--- src/rtl/bus_pkg.sv ---
// Shared types for the work-RAM arbiter: owner encoding, default bus widths, read-return tag.
package bus_pkg;

    localparam int unsigned ADDR_W_DEF = 16;
    localparam int unsigned DATA_W_DEF = 8;

    typedef enum logic [1:0] {
        OWN_NONE = 2'd0,
        OWN_CPU  = 2'd1,
        OWN_VID  = 2'd2
    } owner_e;

    // Issue-state names share the owner encoding.
    localparam owner_e S_IDLE = OWN_NONE;
    localparam owner_e S_CPU  = OWN_CPU;
    localparam owner_e S_VID  = OWN_VID;

    typedef struct packed {
        owner_e owner;
        logic   is_read;
    } tag_t;

endpackage

--- src/rtl/sat_counter.sv ---
// Saturating up-counter with synchronous clear; clear has priority over increment.
module sat_counter #(
    parameter int unsigned WIDTH = 16
) (
    input  logic             clk,
    input  logic             clear,
    input  logic             inc,
    output logic [WIDTH-1:0] count
);

    always_ff @(posedge clk) begin
        if (clear) begin
            count <= '0;
        end else if (inc && (count != {WIDTH{1'b1}})) begin
            count <= count + WIDTH'(1);
        end
    end

endmodule

--- src/rtl/bus_arbiter.sv ---
// CPU/video arbiter for the single-port work RAM with a video starvation guard.
// Optional stall counters are built when BUS_ARB_STATS_EN is defined.
module bus_arbiter
    import bus_pkg::*;
#(
    parameter int unsigned VID_MAX_WAIT = 4,
    parameter int unsigned ADDR_W       = ADDR_W_DEF,
    parameter int unsigned DATA_W       = DATA_W_DEF
) (
    input  logic              clk,
    input  logic              reset,
    input  logic              cpu_req,
    input  logic [ADDR_W-1:0] cpu_addr,
    input  logic              cpu_write,
    input  logic [DATA_W-1:0] cpu_wdata,
    output logic              cpu_ready,
    output logic [DATA_W-1:0] cpu_rdata,
    output logic              cpu_rvalid,
    input  logic              vid_req,
    input  logic [ADDR_W-1:0] vid_addr,
    output logic              vid_ready,
    output logic [DATA_W-1:0] vid_rdata,
    output logic              vid_rvalid,
    output logic [ADDR_W-1:0] mem_addr,
    output logic              mem_we,
    output logic [DATA_W-1:0] mem_wdata,
    input  logic [DATA_W-1:0] mem_rdata
`ifdef BUS_ARB_STATS_EN
    ,
    output logic [15:0]       stat_cpu_stall,
    output logic [15:0]       stat_vid_stall
`endif
);

    localparam int unsigned     WAIT_W   = 4;
    localparam logic [WAIT_W-1:0] WAIT_MAX = WAIT_W'(VID_MAX_WAIT);

    logic [WAIT_W-1:0] vid_wait;
    owner_e            grant;
    owner_e            state;
    logic              s1_is_read;
    tag_t              s2_tag;
    logic [DATA_W-1:0] cpu_rdata_q;
    logic [DATA_W-1:0] vid_rdata_q;

    // Grant: CPU wins contention unless video has waited its full budget.
    always_comb begin
        grant = OWN_NONE;
        if (!reset) begin
            if (cpu_req && !(vid_req && (vid_wait == WAIT_MAX))) begin
                grant = OWN_CPU;
            end else if (vid_req) begin
                grant = OWN_VID;
            end
        end
    end

    assign cpu_ready = (grant == OWN_CPU);
    assign vid_ready = (grant == OWN_VID);

    // Issue state, RAM command registers and read-return tag pipeline.
    always_ff @(posedge clk) begin
        if (reset) begin
            vid_wait    <= '0;
            state       <= S_IDLE;
            s1_is_read  <= 1'b0;
            s2_tag      <= '{owner: OWN_NONE, is_read: 1'b0};
            mem_addr    <= '0;
            mem_we      <= 1'b0;
            mem_wdata   <= '0;
            cpu_rdata_q <= '0;
            vid_rdata_q <= '0;
        end else begin
            if (!vid_req || vid_ready) begin
                vid_wait <= '0;
            end else if (vid_wait != WAIT_MAX) begin
                vid_wait <= vid_wait + WAIT_W'(1);
            end

            state <= grant;
            case (grant)
                OWN_CPU: begin
                    mem_addr   <= cpu_addr;
                    mem_we     <= cpu_write;
                    s1_is_read <= !cpu_write;
                    if (cpu_write) begin
                        mem_wdata <= cpu_wdata;
                    end
                end
                OWN_VID: begin
                    mem_addr   <= vid_addr;
                    mem_we     <= 1'b0;
                    s1_is_read <= 1'b1;
                end
                default: begin
                    mem_we     <= 1'b0;
                    s1_is_read <= 1'b0;
                end
            endcase

            s2_tag <= '{owner: state, is_read: s1_is_read};

            if (cpu_rvalid) begin
                cpu_rdata_q <= mem_rdata;
            end
            if (vid_rvalid) begin
                vid_rdata_q <= mem_rdata;
            end
        end
    end

    // RAM data arrives in the same cycle the tag reaches stage 2, so steer it straight through.
    assign cpu_rvalid = s2_tag.is_read && (s2_tag.owner == OWN_CPU);
    assign vid_rvalid = s2_tag.is_read && (s2_tag.owner == OWN_VID);
    assign cpu_rdata  = cpu_rvalid ? mem_rdata : cpu_rdata_q;
    assign vid_rdata  = vid_rvalid ? mem_rdata : vid_rdata_q;

`ifdef BUS_ARB_STATS_EN
    sat_counter #(.WIDTH(16)) u_cpu_stall (
        .clk   (clk),
        .clear (reset),
        .inc   (cpu_req && !cpu_ready),
        .count (stat_cpu_stall)
    );

    sat_counter #(.WIDTH(16)) u_vid_stall (
        .clk   (clk),
        .clear (reset),
        .inc   (vid_req && !vid_ready),
        .count (stat_vid_stall)
    );
`endif

endmodule

--- config.mk ---
export PLATFORM = sky130hd
export DESIGN_NAME = bus_arbiter
export DESIGN_NICKNAME = d
export VERILOG_FILES = /design/src/rtl/bus_pkg.sv /design/src/rtl/sat_counter.sv /design/src/rtl/bus_arbiter.sv
export SDC_FILE = /design/constraint.sdc
export NUM_CORES = 1
export LEC_CHECK = 0
export ABC_AREA = 1
export CORE_ASPECT_RATIO = 0.8
export CORE_MARGIN = 2
export CORE_UTILIZATION = 50
export CTS_CLUSTER_SIZE = 20
export DETAILED_ROUTE_END_ITERATION = 12
export DONT_BUFFER_PORTS = 1
export PLACE_DENSITY = 0.65
export SETUP_SLACK_MARGIN = 0.05
export SLEW_MARGIN = 20
export SYNTH_ARGS = -nofsm -noshare
export SYNTH_HDL_FRONTEND = slang
export SYNTH_SLANG_ARGS = --single-unit
--- constraint.sdc ---
create_clock -name clk -period 4.4 [get_ports clk]
set_input_delay 0.22 -clock clk [delete_from_list [all_inputs] [get_ports clk]]
set_output_delay 0.22 -clock clk [all_outputs]
set_load 0.05 [all_outputs]
### Word-level counts from Yosys, hierarchy flattened

Cells that the tools add are included.

| storage, ports and cells | value |
|---|---|
| register bits | 51 |
| input bits | 53 |
| output and inout bits | 45 |
| logic and storage cells | 37 |

| cells by class | value |
|---|---|
| $add $sub $neg | 1 |
| equal/unequal tests | 6 |
| mux-type cells | 7 |
| bitwise gates (word level) | 1 |
| reductions and logical operators | 12 |

Operator list:

| cell | number |
|---|---|
| $pmux W16 S2 | 1 |
| $mux W8 | 2 |
| $mux W2 | 3 |
| $add A4 B1 Y4 const B | 1 |
| $eq A2 B1 Y1 const B | 2 |
| $eq A2 B2 Y1 const B | 2 |
| $eq A4 B3 Y1 const B | 1 |
| $logic_and A1 B1 Y1 | 4 |
| $ne A4 B3 Y1 const B | 1 |
| $reduce_or A2 Y1 | 2 |
| $logic_not A1 Y1 | 3 |
| $pmux W1 S2 | 1 |
| $reduce_and A2 Y1 | 1 |
| $reduce_bool A2 Y1 | 1 |
| $logic_or A1 B1 Y1 | 1 |
| $not A1 Y1 | 1 |

### Depth between registers and ports, before layout

Gate-level depths: netlist of the first run.

| depth | value |
|---|---|
| word-level depth | 9 |
| mapped depth | 10 |
| depth with buffers taken out | 10 |

### Worst setup path after synthesis of the first run

Ideal clock, no wire load.

| timing | value |
|---|---|
| path type | reg-to-reg |
| from | reg vid_wait[0] |
| to | reg mem_addr[2] |
| setup time | 0.124 ns |
| data arrival time | 2.000 ns |
| data required time | 4.276 ns |
| path slack | 2.276 ns |
| stages on the path, launching flop included | 11 |
| buffers on the path | 2 |
| period minus slack after synthesis | 2.124 ns |
| cell sequence | dfxtp_1 -> inv_1 -> ha_1 -> nand4_1 -> a21oi_1 -> ha_1 -> buf_2 -> buf_2 -> nand2_1 -> o21ai_0 -> o21ai_0 |

| on the way | value |
|---|---|
| cells in the longest elaborated chain, start to end | 8 |
| elaborated cells between the ends (all ways) | 10 |
| classes of those cells | eq/ne (3); mux (3); reduce/logical (4) |

RTL lines:

| item | line | text |
|---|---|---|
| from (decl) | bus_arbiter.sv:38 | `logic [WAIT_W-1:0] vid_wait;` |
| from (signal assigned) | bus_arbiter.sv:77 | `vid_wait <= vid_wait + WAIT_W'(1);` |
| $eq A4 B3 Y1 * | bus_arbiter.sv:50 | `if (cpu_req && !(vid_req && (vid_wait == WAIT_MAX))) begin` |
| $logic_and A1 B1 Y1 * | bus_arbiter.sv:50 |  |
| $logic_not A1 Y1 * | bus_arbiter.sv:50 |  |
| $logic_and A1 B1 Y1 * | bus_arbiter.sv:50 |  |
| $mux W2 * | bus_arbiter.sv:50 |  |
| $mux W2 * | bus_arbiter.sv:49 | `if (!reset) begin` |
| net grant[1] | bus_arbiter.sv:39 | `owner_e grant;` |
| $eq A2 B2 Y1 * | - |  |
| net vid_ready | bus_arbiter.sv:21 | `output logic vid_ready,` |
| $pmux W16 S2 / $reduce_bool A2 Y1 (equally long branches) | - |  |
| to (signal assigned) | bus_arbiter.sv:83 | `mem_addr <= cpu_addr;` |
| to (signal assigned) | bus_arbiter.sv:91 | `mem_addr <= vid_addr;` |
| to (decl) | bus_arbiter.sv:24 | `output logic [ADDR_W-1:0] mem_addr,` |

The timed path passes the listed nets; every way through them passes the cells marked *.
A chain may end at the register's enable or synchronous reset.

### Final worst setup path of the first run

| timing | value |
|---|---|
| from | reg vid_wait[0] |
| to | out cpu_ready |

| on the way | value |
|---|---|
| cells in the longest elaborated chain, start to end | 7 |

RTL lines:

| item | line | text |
|---|---|---|
| $eq A4 B3 Y1 | bus_arbiter.sv:50 |  |
| $logic_and A1 B1 Y1 | bus_arbiter.sv:50 |  |
| $logic_not A1 Y1 | bus_arbiter.sv:50 |  |
| $logic_and A1 B1 Y1 | bus_arbiter.sv:50 |  |
| $mux W2 | bus_arbiter.sv:50 |  |
| $mux W2 | bus_arbiter.sv:49 |  |
| net grant[0] | bus_arbiter.sv:39 |  |
| $eq A2 B1 Y1 | bus_arbiter.sv:58 | `assign cpu_ready = (grant == OWN_CPU);` |
| to (decl) | bus_arbiter.sv:16 | `output logic cpu_ready,` |

The timed path passes the listed nets, and every way through them passes these cells.

==> results.txt, run 1 <==
----------------------------------------------------
[Status]
  Outcome ... finished, final reports clean

[Drt]
  Final routed wire length divided by cell count ... between 10 and 15 um
  Iteration count of the initial detailed-routing pass ... 4
  Routed via count ... around 1800
  Count of routing violations after the opening detailed-route iteration ... between 60 and 70
  Via-to-Cell Ratio ... 4.57
  Post-route DRC violation count ... 0
  Number of routed nets with antenna violations ... 0
  Wirelength, routed ... 4260 um

[Worst setup path]
  Worst reg2reg startpoint ... vid_wait[0]
  Startpoint type of the worst setup path ... flop
  Signal arrival time at the worst endpoint ... around 1.9 ns
  Worst-case reg-to-reg path depth ... 9
  Crit path max fanout ... 4
  Critical path endpoint category ... output pin
  Critical path type ... flop to output pin
  Crit path launch ... vid_wait[0]
  Worst endpoint required time ... 4.18 ns

[Yosys]
  Cell area after technology mapping ... 2240 um^2
  Synthesized Nets ... a little under 400
  Synthesized area per cell ... ~6.6 um^2
  Number of distinct standard cells referenced by the synthesized netlist ... 17
  Share of synthesized area occupied by flip-flops and latches ... 0.456
  Number of cells produced by synthesis ... 337
  Warnings, synthesis ... 0
  Number of synthesized register bits ... between 50 and 60

[Clock network]
  Library cell used as clock root buffer ... clkbuf_8
  Number of buffers between clock root and the deepest sink ... 2
  Setup Buffers After CTS ... 0
  Clock sink count ... between 50 and 60
  Num CTS Buffers ... 5
  PostCTS Resize Cnt ... 0
  TritonCTS clock tree ... done
  Latest clock arrival within the worst-skew pair ... about 0.29 ns
  Clock transition at the registers of the reported paths ... 0.08 ns
  Hold-fix buffers at CTS ... 1
  H-tree lvl count ... 2

[STA]
  Post-route worst setup slack ... approximately 2.3 ns
  Minimum clock period ... ~2.1 ns
  Tightest slew margin relative to the limit ... 0.426
  Number of endpoints failing setup at the final stage ... 0
  Share of the clock period used by the worst path after layout ... 0.478
  Total negative slack for setup checks ... 0 ns
  Transition time at the pin with the least slew margin ... ~0.86 ns
  Max-slew violation total from the final report ... 0
  Hold Fails Final Rpt ... 0
  Unrepaired setup endpoints after global routing ... false
  Layout Skew ... between 0.002 and 0.0025 ns
  Max Clock Freq ... 475 MHz

[Final layout]
  Commonest cells after routing, fill and taps aside ... 97 x nand2_1, 74 x inv_1, 51 x dfxtp_1
  Area growth, synth to finish ... 5.65%
  Number of diodes added for antenna fixing ... 0
  Leading cell type in the layout, fill and taps excluded ... nand2_1
  Final core utilization ... 0.559
  Fraction of final layout cells sized beyond drive strength 1 ... 0.0415
  Non-Filler Cell Area, Final ... 2360 um^2
  Final Non-Filler Cells ... just under 400
  Final nets ... 395

[GRT]
  Largest net degree at the start of global routing ... 36
  Via count of the first global-routing pass ... between 1500 and 2000
  All-Layer GR Usage ... 0.181
  First-pass GRT wire length ... a little over 7000 um
  Number of antenna violations at the first check in global routing ... 0
  Overflow left after global routing ... 0

[Worst hold path]
  Worst min path class ... primary input to flop
  Hold path start ... cpu_req
  Hold Path Cell Cnt ... 1

[Place]
  Buffers on Ports ... 0
  Placed Instances ... 386
  Sum of net half-perimeters after detailed placement ... 3190 um
  Routability congestion estimate ... around 0.76
  Post-Place Cell Area ... between 2000 and 2500 um^2
  Worst setup slack after placement ... between 2 and 2.5 ns

[Power]
  Max VDD drop ... about 0.18 mV
  Power density over the cells ... around 360 nW/um^2
  Leak Pwr ... 0.00123 uW

[Floorplanning]
  Number of standard-cell rows in the floorplan ... 21
  Die outline area ... just over 5000 um^2
  X dimension of the die ... approximately 79 um
  Num ports ... 98
  Core Area ... about 4200 um^2
  Height of the chip ... approximately 64 um
  Initial standard-cell utilization of the core ... 0.529

[Flow run]
  Number of maximum-capacitance constraint violations ... 0

----------------------------------------------------
==> metrics by stage <==
| stage | total power, uW | hold slack (ns) |
|---|---|---|
| 6_report | 863 | 0.0231 |
| 5_1_grt | 909 | 0.00635 |
| 2_1_floorplan | 605 | 0.316 |
| 3_3_place_gp | 612 | 0.297 |
| 3_5_place_dp | 614 | 0.298 |
| 4_1_cts | 873 | 0.0148 |
==> synthesized netlist by cell type, drive strengths merged <==
cell type  instances  share of area
a21oi              3         0.0067
buf                7          0.019
clkbuf             2         0.0034
dfxtp             51           0.46
ha                 5          0.028
inv               75           0.13
nand2             98           0.17
nand3              5          0.011
nand4              2         0.0056
nor2              49          0.089
o21ai             40          0.089
==> area by class of cell <==
class,count,area [um^2]
sequential,51,1020
tap,57,71.3
fill,436,1870
multi-input combinational,202,885
inverter,75,282
clock inverter,1,5.00
clock buffer,6,82.6
timing repair buffer,2,17.5
==> kinds of logic after synthesis <==
| family | count (synthesis) | share of synthesized area |
|---|---|---|
| DFF | 51 | 0.456 |
| adders and majority gates | 5 | 0.0280 |
| AOI/OAI and AO/OA | 43 | 0.0962 |
| buffers and inverters | 84 | 0.148 |
| and+or+nand+nor | 154 | 0.271 |
==> report_power, final <==
| group | internal (uW) | total, uW | switching [uW] |
|---|---|---|---|
| Combinational | 18.5 | 58.7 | 40.2 |
| Clock | 123 | 258 | 135 |
| Sequential | 480 | 546 | 66.3 |
==> metal layers <==
metal  global-route usage  wire, um
met5                    0         0
met4               0.0592        38
met3               0.0678       362
met2                0.300      1870
met1                0.216      1980
==> critical path, cell delays in order (launching register included) <==
cell	delay, ns
dfxtp_1	0.38
inv_1	0.09
ha_1	0.23
nand4_1	0.16
nand3_1	0.14
inv_1	0.12
ha_1	0.49
==> registers in the layout (all words and copies together), names as in the netlist <==
register,flops
state,2
mem_we,1
mem_wdata,8
s1_is_read,1
s2_tag,3
vid_wait,4
cpu_rdata_q,8
mem_addr,16
vid_rdata_q,8
==> worst paths after layout <==
path	endpoint	slack, ns
max	cpu_ready	2.30
min	state[1]	0.02
max reg2reg	mem_addr[9]	2.35
min reg2reg	s2_tag[0]	0.41
(Power assumes the default switching activity.)
==> run 2, diff against run 1 <==
--- a/config.mk
+++ b/config.mk
@@ -5,7 +5,7 @@
 export SDC_FILE = /design/constraint.sdc
 export NUM_CORES = 1
 export LEC_CHECK = 0
-export ABC_AREA = 1
+export ABC_AREA = 0
 export CORE_ASPECT_RATIO = 0.8
 export CORE_MARGIN = 2
 export CORE_UTILIZATION = 50
==> constraint.sdc (replaced) <==
create_clock -name clk -period 2.06 [get_ports clk]
set_input_delay 0.103 -clock clk [delete_from_list [all_inputs] [get_ports clk]]
set_output_delay 0.103 -clock clk [all_outputs]
set_load 0.05 [all_outputs]
==> results.txt, run 2 <==
----------------------------------------------------
[Worst setup path]
  Reg2Reg Setup Slack ... 0.15 ns (was 2.35 ns)
  Worst-case reg-to-reg path depth ... 10 (was 9)
  Slowest stage delay, CP ... 0.35 ns (was 0.49 ns)
  Worst endpoint required time ... 2.26 ns (was 4.18 ns)
  Capture point of the worst reg-to-reg path ... mem_addr[15] (was mem_addr[9])
  Critical path endpoint category ... flop (was output pin)
  Number of buffers and inverters on the critical path ... 3 (was 2)
  Crit path launch ... vid_wait[1] (was vid_wait[0])
  Signal arrival time at the worst endpoint ... 2.11 ns (was 1.88 ns)
  Critical path type ... flop to flop (was flop to output pin)
  Worst reg2reg startpoint ... vid_wait[1] (was vid_wait[0])
  Startpoint type of the worst setup path ... flop (unchanged)
  Timing endpoint of the critical path ... mem_addr[15] (was cpu_ready)
  Worst path cell trace ... inv_2, ha_4, nand3b_1, o211a_1, inv_2, ha_4, buf_12, mux2_2, mux2i_1, nor2_1 (was inv_1, ha_1, nand4_1, nand3_1, inv_1, ha_1)
  Crit-path slowest cell ... dfxtp_2 (was ha_1)
  Crit path max fanout ... 10 (was 4)
  Crit path max-delay family ... multiplexers (was adder cells)
  Cell depth of the worst setup path ... 10 (was 6)

[Final layout]
  Number of diodes added for antenna fixing ... 0 (unchanged)
  Fraction of final layout cells sized beyond drive strength 1 ... 0.270 (was 0.0415)
  Total area of multi-input combinational cells ... 1160 um^2 (was 885 um^2)
  Fillcell total ... 357 (was 436)
  Leading cell type in the layout, fill and taps excluded ... dfxtp_1 (was nand2_1)
  Sequential cell area ... 1020 um^2 (about the same)
  Final core utilization ... 0.593 (was 0.559)
  Non-Filler Cell Area, Final ... 2510 um^2 (was 2360 um^2)
  Commonest cells after routing, fill and taps aside ... 49 x dfxtp_1, 24 x mux2_4, 21 x nor2_1 (was 97 x nand2_1, 74 x inv_1, 51 x dfxtp_1)
  Number of flip-flops under the largest register name ... 16 (unchanged)
  Area growth, synth to finish ... 13.5% (was 5.65%)
  Largest register by flop count ... mem_addr (unchanged)
  Final nets ... 272 (was 395)

[Yosys]
  XOR/XNOR share of the synthesized area ... 0.00792 (was 0)
  Top cells by count, synth ... 51 x dfxtp_1, 21 x nor2_1, 18 x mux2i_1, 16 x mux2_2, 16 x mux2_4 (was 97 x nand2_1, 74 x inv_1, 51 x dfxtp_1, 45 x nor2_1, 38 x o21ai_0)
  Warnings, synthesis ... 0 (unchanged)
  Number of distinct standard cells referenced by the synthesized netlist ... 24 (was 17)
  Number of synthesized register bits ... 51 (unchanged)
  Share of synthesized area occupied by flip-flops and latches ... 0.462 (was 0.456)
  Cell area after technology mapping ... 2210 um^2 (was 2240 um^2)
  Mux cell area share after synthesis ... 0.271 (was 0)
  Number of synthesized flops with an enable pin ... 0 (unchanged)
  Flip-flop cell with the highest count after synthesis ... dfxtp_1 (unchanged)
  Synth Area in Compound Gates ... 0.0362 (was 0.0962)
  Synth area leaders ... dfxtp_1 46%, mux2_4 11%, mux2i_1 8.1% (was dfxtp_1 46%, nand2_1 16%, inv_1 12%)
  Number of cells produced by synthesis ... 205 (was 337)
  Library cell occupying the most area in the post-synthesis netlist ... dfxtp_1 (unchanged)
  Most frequent cell after synthesis ... dfxtp_1 (was nand2_1)
  Synthesized Nets ... 263 (was 395)
  Basic-gate share of the synthesized area counting and, or, nand and nor cells ... 0.156 (was 0.271)
  Share of synthesized registers carrying an async set or reset ... 0 (unchanged)
  Main combinational cell family by area after synthesis ... multiplexers (was simple AND/OR/NAND/NOR gates)
  Adder and majority gate portion of the synthesized area ... 0.0283 (was 0.0280)
  Synthesized area per cell ... 10.8 um^2 (was 6.64 um^2)
  Area fraction of the dominant cell type after synthesis ... 0.462 (was 0.456)

[Clock network]
  Latest clock arrival within the worst-skew pair ... 0.30 ns (was 0.29 ns)
  Hold-fix buffers at CTS ... 5 (was 1)
  H-tree lvl count ... 2 (unchanged)
  Num CTS Buffers ... 5 (unchanged)
  Clock transition at the registers of the reported paths ... 0.09 ns (was 0.08 ns)
  TritonCTS clock tree ... done (unchanged)
  Clock sink count ... 51 (unchanged)
  Library cell used as clock root buffer ... clkbuf_8 (unchanged)
  Number of buffers between clock root and the deepest sink ... 2 (unchanged)

[STA]
  Max-slew violation total from the final report ... 0 (unchanged)
  Hold Fails Final Rpt ... 26 (was 0)
  Layout Skew ... 0.00757 ns (was 0.00236 ns)
  Final hold slack ... -0.124 ns (was 0.0231 ns)
  Max Clock Freq ... ~520 MHz
  Minimum clock period ... between 1.5 and 2 ns
  Share of the clock period used by the worst path after layout ... 0.927
  Number of endpoints failing setup at the final stage ... 0 (unchanged)
  Unrepaired setup endpoints after global routing ... false (unchanged)
  Tightest slew margin relative to the limit ... 0.646 (was 0.426)
  Total negative slack for setup checks ... 0 ns (unchanged)
  Transition time at the pin with the least slew margin ... 0.531 ns (was 0.859 ns)

[GRT]
  Overflow left after global routing ... 0 (unchanged)
  All-Layer GR Usage ... 0.173 (was 0.181)
  First-pass GRT wire length ... 6820 um (was 7230 um)
  Via count of the first global-routing pass ... 1532 (was 1637)
  Number of antenna violations at the first check in global routing ... 0 (unchanged)
  Largest net degree at the start of global routing ... 32 (was 36)

[Drt]
  Post-route DRC violation count ... 0 (unchanged)
  Number of routed nets with antenna violations ... 0 (unchanged)
  Via-to-Cell Ratio ... 5.29 (was 4.57)
  Wirelength, routed ... 4170 um (was 4260 um)
  Routed via count ... 1439 (was 1802)
  Final routed wire length divided by cell count ... 15.3 um (was 10.8 um)
  Count of routing violations after the opening detailed-route iteration ... 44 (was 66)
  Iteration count of the initial detailed-routing pass ... 4 (unchanged)

[Floorplanning]
  Core Area ... 4230 um^2 (unchanged)
  Die outline area ... 4980 um^2 (was 5030 um^2)
  Initial standard-cell utilization of the core ... 0.523 (was 0.529)
  Num ports ... 98 (unchanged)
  X dimension of the die ... 78.4 um (was 78.8 um)
  Height of the chip ... 63.5 um (was 63.8 um)
  Number of standard-cell rows in the floorplan ... 21 (unchanged)

[Power]
  Fraction of power consumed by the clock network ... 0.312 (was 0.299)
  Leak Pwr ... 0.00122 uW (was 0.00123 uW)
  Sequential share of power ... 0.600 (was 0.633)
  Net switching fraction of the power ... 0.272 (was 0.279)
  Switch Pwr ... 519 uW (was 241 uW)
  Relative contribution of combinational cells to total power ... 0.089 (was 0.068)
  Power density over the cells ... 759 nW/um^2 (was 365 nW/um^2)
  Max VDD drop ... 0.440 mV (was 0.176 mV)
  Internal power contribution ... 1390 uW (was 622 uW)

[Worst hold path]
  Worst min path class ... primary input to flop (unchanged)

[Status]
  Outcome ... finished, violations left (was finished, final reports clean)
  Violations in the final reports ... hold timing

[Place]
  Buffers on Ports ... 0 (unchanged)
  Post-Place Cell Area ... 2320 um^2 (was 2270 um^2)
  Routability congestion estimate ... 0.668 (was 0.760)
  Sum of net half-perimeters after detailed placement ... 3050 um (was 3190 um)

[Flow run]
  Number of maximum-capacitance constraint violations ... 0 (unchanged)

----------------------------------------------------
run 2: cell types whose count changed in the layout (fill, tap and decap cells not counted), moves of 15 or more:
cell / change
o21ai_0: -38
and2_1: +15
mux2i_1: +18
mux2_4: +24
nor2_1: -24
nand2_1: -88
inv_1: -68
run 2: how the worst min path moves through the flow:
stage,start,to,cells after the start
floorplan,cpu_req,state[1],1
global placement,reset,mem_wdata[6],1
detailed placement,reset,mem_wdata[1],1
CTS,reset,mem_wdata[1],1
global route,reset,mem_wdata[1],1
finish,reset,mem_wdata[4],1
run 2: layout make-up:
class	instances	share of cell area
inverters	9	0.0135
repair buffers	12	0.0489
clock buffers	6	0.0329
multi-input cells	135	0.462
flip-flops and latches	51	0.408
well taps	57	0.0284
clock inverters	2	0.00648
run 2: timing repair:
| item | CTS | global route |
|---|---|---|
| setup endpoints to repair | 2 | 17 |
| pin swaps | 0 | 1 |
| hold endpoints to repair | 31 | 26 |
| gates resized for setup | 0 | 1 |
| setup buffers | 0 | 3 |
run 2: layer usage:
layer  share of wire  GRT usage
met5               0          0
met4           0.013     0.0702
met3           0.080     0.0616
met2            0.49      0.298
met1            0.41      0.194
run 2: cell families (layout without fill, tap and decap cells):
kind of cell | Yosys count | after routing
and+or+nand+nor | 64 | 64
xor gates and xnor gates | 2 | 2
buffers and inverters | 19 | 29
adders and majority gates | 5 | 5
DFF | 51 | 51
muxes | 50 | 50
AOI/OAI and AO/OA | 14 | 14
run 2: power groups by stage:
stage	Sequential [uW]	Clock, uW	Combinational, uW
final	1140	594	169
after global routing	1150	664	187
after CTS	1140	616	164
after detailed placement	1170	0	158
after global placement	1170	0	151
after floorplan	1160	0	149
run 2: through the flow:
step / cells / worst slack, ns / hold slack, ns / power (uW)
floorplan: 205 / -0.127 / 0.194 / 1310
global placement: 256 / 0.129 / 0.177 / 1320
detailed placement: 256 / 0.0377 / 0.179 / 1330
CTS: 269 / 0.0253 / -0.153 / 1920
global route: 272 / 0.0392 / -0.158 / 2000
finish: 272 / 0.151 / -0.124 / 1910
